==> src/rtl/stream_demux_pkg.sv <==
// rtl/stream_demux_pkg.sv - shared constants and helpers for the stream_demux block
package stream_demux_pkg;

  // Width and ceiling of the out-of-range drop counter.
  localparam int DROP_CNT_W = 16;

  typedef logic [DROP_CNT_W-1:0] drop_cnt_t;

  localparam drop_cnt_t DROP_CNT_MAX = '1;

  // Saturating increment: the counter parks at its ceiling instead of wrapping.
  function automatic drop_cnt_t drop_cnt_inc(input drop_cnt_t cnt);
    return (cnt == DROP_CNT_MAX) ? cnt : cnt + 1'b1;
  endfunction

endpackage

==> src/rtl/demux_decode.sv <==
// rtl/demux_decode.sv - SEL_W to NCH one-hot decoder with enable and out-of-range flag
module demux_decode #(
  parameter int NCH   = 8,
  parameter int SEL_W = $clog2(NCH)
) (
  input  logic [SEL_W-1:0] sel_i,
  input  logic             en_i,
  output logic [NCH-1:0]   onehot_o,
  output logic             oor_o
);

  // A select can only be out of range when NCH is not a power of two.
  generate
    if ((1 << SEL_W) > NCH) begin : g_oor
      assign oor_o = (32'(sel_i) >= NCH);
    end else begin : g_no_oor
      assign oor_o = 1'b0;
    end
  endgenerate

  // One output line per channel, each the AND of enable and a select match.
  always_comb begin
    onehot_o = '0;
    for (int i = 0; i < NCH; i++) begin
      onehot_o[i] = en_i && !oor_o && (sel_i == SEL_W'(i));
    end
  end

endmodule

==> src/rtl/stream_demux.sv <==
// rtl/stream_demux.sv - registered 1-to-NCH stream demux; broadcast under STREAM_DEMUX_BCAST_EN
module stream_demux
  import stream_demux_pkg::*;
#(
  parameter int DATA_W = 8,
  parameter int NCH    = 8,
  parameter int SEL_W  = $clog2(NCH)
) (
  input  logic              clk,
  input  logic              rst,
  input  logic              in_valid,
  output logic              in_ready,
  input  logic [DATA_W-1:0] in_data,
  input  logic [SEL_W-1:0]  in_sel,
  input  logic              in_bcast,
  output logic [NCH-1:0]    out_valid,
  input  logic [NCH-1:0]    out_ready,
  output logic [DATA_W-1:0] out_data,
  output logic [15:0]       drop_cnt
);

  typedef logic [NCH-1:0] pend_t;

  pend_t             pend_q, pend_d;
  logic [DATA_W-1:0] data_q, data_d;
  drop_cnt_t         drop_q, drop_d;

  pend_t             dec_onehot;
  logic              dec_oor;
  logic              bcast_beat;
  logic              accept;

  demux_decode #(
    .NCH   (NCH),
    .SEL_W (SEL_W)
  ) u_decode (
    .sel_i    (in_sel),
    .en_i     (1'b1),
    .onehot_o (dec_onehot),
    .oor_o    (dec_oor)
  );

`ifdef STREAM_DEMUX_BCAST_EN
  assign bcast_beat = in_bcast;
`else
  logic unused_bcast;
  assign unused_bcast = in_bcast;
  assign bcast_beat   = 1'b0;
`endif

  // Ready when no pending channel is left holding the beat after this cycle,
  // so a final drain and a new accept can share one edge.
  assign in_ready = ((pend_q & ~out_ready) == '0);
  assign accept   = in_valid && in_ready;

  // Drain each channel independently, then overlay a freshly accepted beat.
  always_comb begin
    pend_d = pend_q & ~out_ready;
    data_d = data_q;
    drop_d = drop_q;
    if (accept) begin
      data_d = in_data;
      if (bcast_beat) begin
        pend_d = '1;
      end else begin
        // An out-of-range select decodes to no channel and is counted.
        pend_d = dec_onehot;
        if (dec_oor) begin
          drop_d = drop_cnt_inc(drop_q);
        end
      end
    end
  end

  // Single holding stage; reset discards any beat still in flight.
  always_ff @(posedge clk) begin
    if (rst) begin
      pend_q <= '0;
      data_q <= '0;
      drop_q <= '0;
    end else begin
      pend_q <= pend_d;
      data_q <= data_d;
      drop_q <= drop_d;
    end
  end

  assign out_valid = pend_q;
  assign out_data  = data_q;
  assign drop_cnt  = drop_q;

endmodule

==> config.mk <==
export PLATFORM = sky130hd
export DESIGN_NAME = stream_demux
export DESIGN_NICKNAME = d
export VERILOG_FILES = /design/src/rtl/stream_demux_pkg.sv /design/src/rtl/demux_decode.sv /design/src/rtl/stream_demux.sv
export SDC_FILE = /design/constraint.sdc
export NUM_CORES = 1
export LEC_CHECK = 0
export ABC_CLOCK_PERIOD_IN_PS = 2920
export CAP_MARGIN = 20
export CORE_MARGIN = 1.5
export CORE_UTILIZATION = 46
export CTS_CLUSTER_DIAMETER = 150
export CTS_CLUSTER_SIZE = 10
export DETAILED_ROUTE_END_ITERATION = 7
export GPL_TIMING_DRIVEN = 0
export PLACE_DENSITY_LB_ADDON = 0.08
export SKIP_LAST_GASP = 1
export SLEW_MARGIN = 20
export SYNTH_ARGS = -nofsm -noshare
export SYNTH_HDL_FRONTEND = slang
export SYNTH_HIERARCHICAL = 1
export SYNTH_SLANG_ARGS = --single-unit
==> constraint.sdc <==
create_clock -name clk -period 2.92 [get_ports clk]
set_input_delay 0.584 -clock clk [delete_from_list [all_inputs] [get_ports clk]]
set_output_delay 0.584 -clock clk [all_outputs]
set_load 0.02 [all_outputs]
==> summary.txt <==
Ys Warns: 6
Placement Setup Slack: -237 ps
count of final setup violators: 0
Yosys top cell by area: dfxtp_1
Worst Hold End: out_data[1]
worst hold path depth: 2
Setup Crit Path Kind: in2out
Routed WL: 3490 um
die width: 62.2 um
type of destination of the critical path: primary output
reg2reg end: out_data[5]
vias per cell: 5.19
clock skew: 5.02 ps
WP data required: 2340 ps
Sw Pwr: 0.218 mW
Hold Path Origin: out_data[1]
Max Cap Viol: 0
LEAKAGE: 0.831 nW
internal cell power: 0.695 mW
CTS tree: yes
Synth Area per Inst: 8.80 um^2
worst r2r path cells: 6
ordered list of cells on the worst path: clkdlybuf4s50_1 > nor2b_4 > or4_4 > nor3_1 > clkdlybuf4s15_1
Chip Height: 62.2 um
relative slew slack: 51.5%
Initial Utilization: 48.3%
DRT iter0 DRCs: 75
Reg2Reg Setup Slack: 520 ps
largest cells by area after synthesis: dfxtp_1, mux2i_1, nor2_1, a21oi_1, nor2b_1
IO buf count: 53
fin crit period: 2850 ps
sw frac: 23.9%
RSZ-0062 raised after global routing: no
vias in the first global route: 1402
Worst Hold Class: reg2reg
Skew-Pair Late Insertion Delay: 340 ps
initial antenna violation count: 0
startpoint types: input pin
Layout area overhead: 42.9%
Final WS setup: 65.6 ps
gr usage total: 19.9%
Seq pwr share: 49.8%
slowest cell on the critical path: or4_4
number of H-tree levels: 2
Power Dens Cells: 397 nW/um^2
Hold Vio Cnt, Final: 0
wire per inst: 11.7 um
first-pass GRT wire length: 6220 um
Worst-path clk slew: 90 ps
drc violations: 0
Crit path largest cell delay: 570 ps
Synth cell types: 37
Mapped Cells: 183
worst-margin pin slew: 724 ps
share of post-route cells with drive strength above 1: 11.2%
Antenna diodes: 0
R2R Path Start: out_valid[7]
clock power share: 36.3%
Tcrit/Tclk final: 97.8%
# IOs: 56
Placed Cells: 289
design area: 2300 um^2
Pins Over Slew Limit: 0
register area share after synthesis: 39.8%
Final Util: 69.0%
status: finished, final reports clean
commonest cells after routing, fill and taps aside: clkdlybuf4s50_1, dfxtp_1, nor2_1
post-layout net count: 274
largest net degree at the start of global routing: 11
Critical Path AT: 2270 ps
post-synth top area share: 39.8%
row cnt: 21
Root Buffer: clkbuf_4
drt pass-1 iters: 4
crit path max fanout: 5
cell area after synthesis: 1610 um^2
core area: 3340 um^2
placed cell areas: 2220 um^2
die area: 3860 um^2
hold_ws: 503 ps
Logic pwr share: 14.0%
routability cong.: 0.821
total CTS buffers: 5
fin cells: 297
maximum clock rate: 350 MHz
clk sinks: 32
Clock Path Buffers: 2
hpwl dp: 2630 um
commonest non-fill, non-tap cell in the layout: clkdlybuf4s50_1
gr ovfl total: 0
peak supply drop: 0.000312 V
post-CTS setup buffers: 0
via count: 1541
Detail Route Antenna Nets: 0
Synth Register Bits: 32
-- sequential cells by signal, indices dropped and copies added, names as in the netlist --
name       cells
out_data       8
drop_cnt      16
out_valid      8
-- worst max-delay path, delay by kind of cell --
family / cells / cell delay [ps]
AND/OR/NAND/NOR: 3 / 850
buffers and inverters: 2 / 840
-- synth_stat cells --
master / n
buf_4: 1
o31ai_1: 3
and4_2: 1
buf_2: 1
nor3_1: 3
and4bb_2: 3
nor4_1: 1
or2_0: 1
and4b_1: 1
nand2b_1: 4
buf_6: 2
dfxtp_1: 32
ha_1: 1
a311oi_1: 1
or4_4: 2
a21oi_1: 17
and3_1: 2
and4_1: 2
nor4b_2: 2
clkbuf_1: 5
o21ai_0: 6
and4b_2: 3
nor2b_1: 11
nand2_1: 8
mux2i_1: 9
and2_1: 1
mux2_2: 4
nor3_2: 1
conb_1: 2
nand3_1: 8
or3_1: 6
nand4_1: 6
nor2_1: 23
or4_1: 5
a31oi_1: 2
inv_1: 2
nor2b_4: 1
-- stage by stage --
stage,power (mW),setup TNS [ps]
5_1_grt,0.956,0
2_1_floorplan,0.529,0
3_5_place_dp,0.591,-1280
4_1_cts,0.927,0
3_3_place_gp,0.589,-1030
6_report,0.913,0
-- how the worst max path moves through the flow --
stage / to / cells past startpoint / start / slack, ps
floorplan: out_data[5] / 6 / out_ready[7] / 590
global placement: in_ready / 5 / out_ready[7] / -200
detailed placement: in_ready / 5 / out_ready[7] / -240
CTS: in_ready / 5 / out_ready[7] / 50
global route: out_data[5] / 7 / out_ready[7] / 4
finish: in_ready / 5 / out_ready[7] / 70
-- power by group through the flow --
| stage | Sequential, mW | Clock (mW) | Combinational (mW) |
|---|---|---|---|
| after floorplan | 0.477 | 0 | 0.0521 |
| after global placement | 0.464 | 0 | 0.125 |
| after detailed placement | 0.464 | 0 | 0.127 |
| after CTS | 0.454 | 0.346 | 0.126 |
| after global routing | 0.456 | 0.361 | 0.139 |
| final | 0.454 | 0.331 | 0.127 |
-- per-layer routing --
metal  GRT usage [%]  share of wire, %
met1            22.5                44
met2            35.5                50
met3            5.62               4.2
met4            7.50               1.5
met5               0                 0
-- cell type report --
class	instances	area, um^2
fill	296	1040
multi-input combinational	147	935
sequential	32	641
timing repair buffer	53	531
tap	46	57.6
buffer	9	53.8
clock buffer	6	41.3
clock inverter	2	35.0
inverter	2	7.51
-- logic make-up after synthesis --
logic type      Yosys count  synth area share [%]
compound gates           29                  9.87
mux                      13                  8.39
buf+inv                  11                  3.81
flops                    32                  39.8
other cells               2                 0.466
fa+ha+maj                 1                 0.777
simple gates             95                  36.9
-- what timing repair did --
| item | CTS | global route |
|---|---|---|
| gates resized for setup | 1 | 1 |
| hold buffers | 0 | 0 |
| pin swaps | 0 | 0 |
| endpoints found under the setup margin | 1 | 1 |
Power figures use the tool's default switching activity.
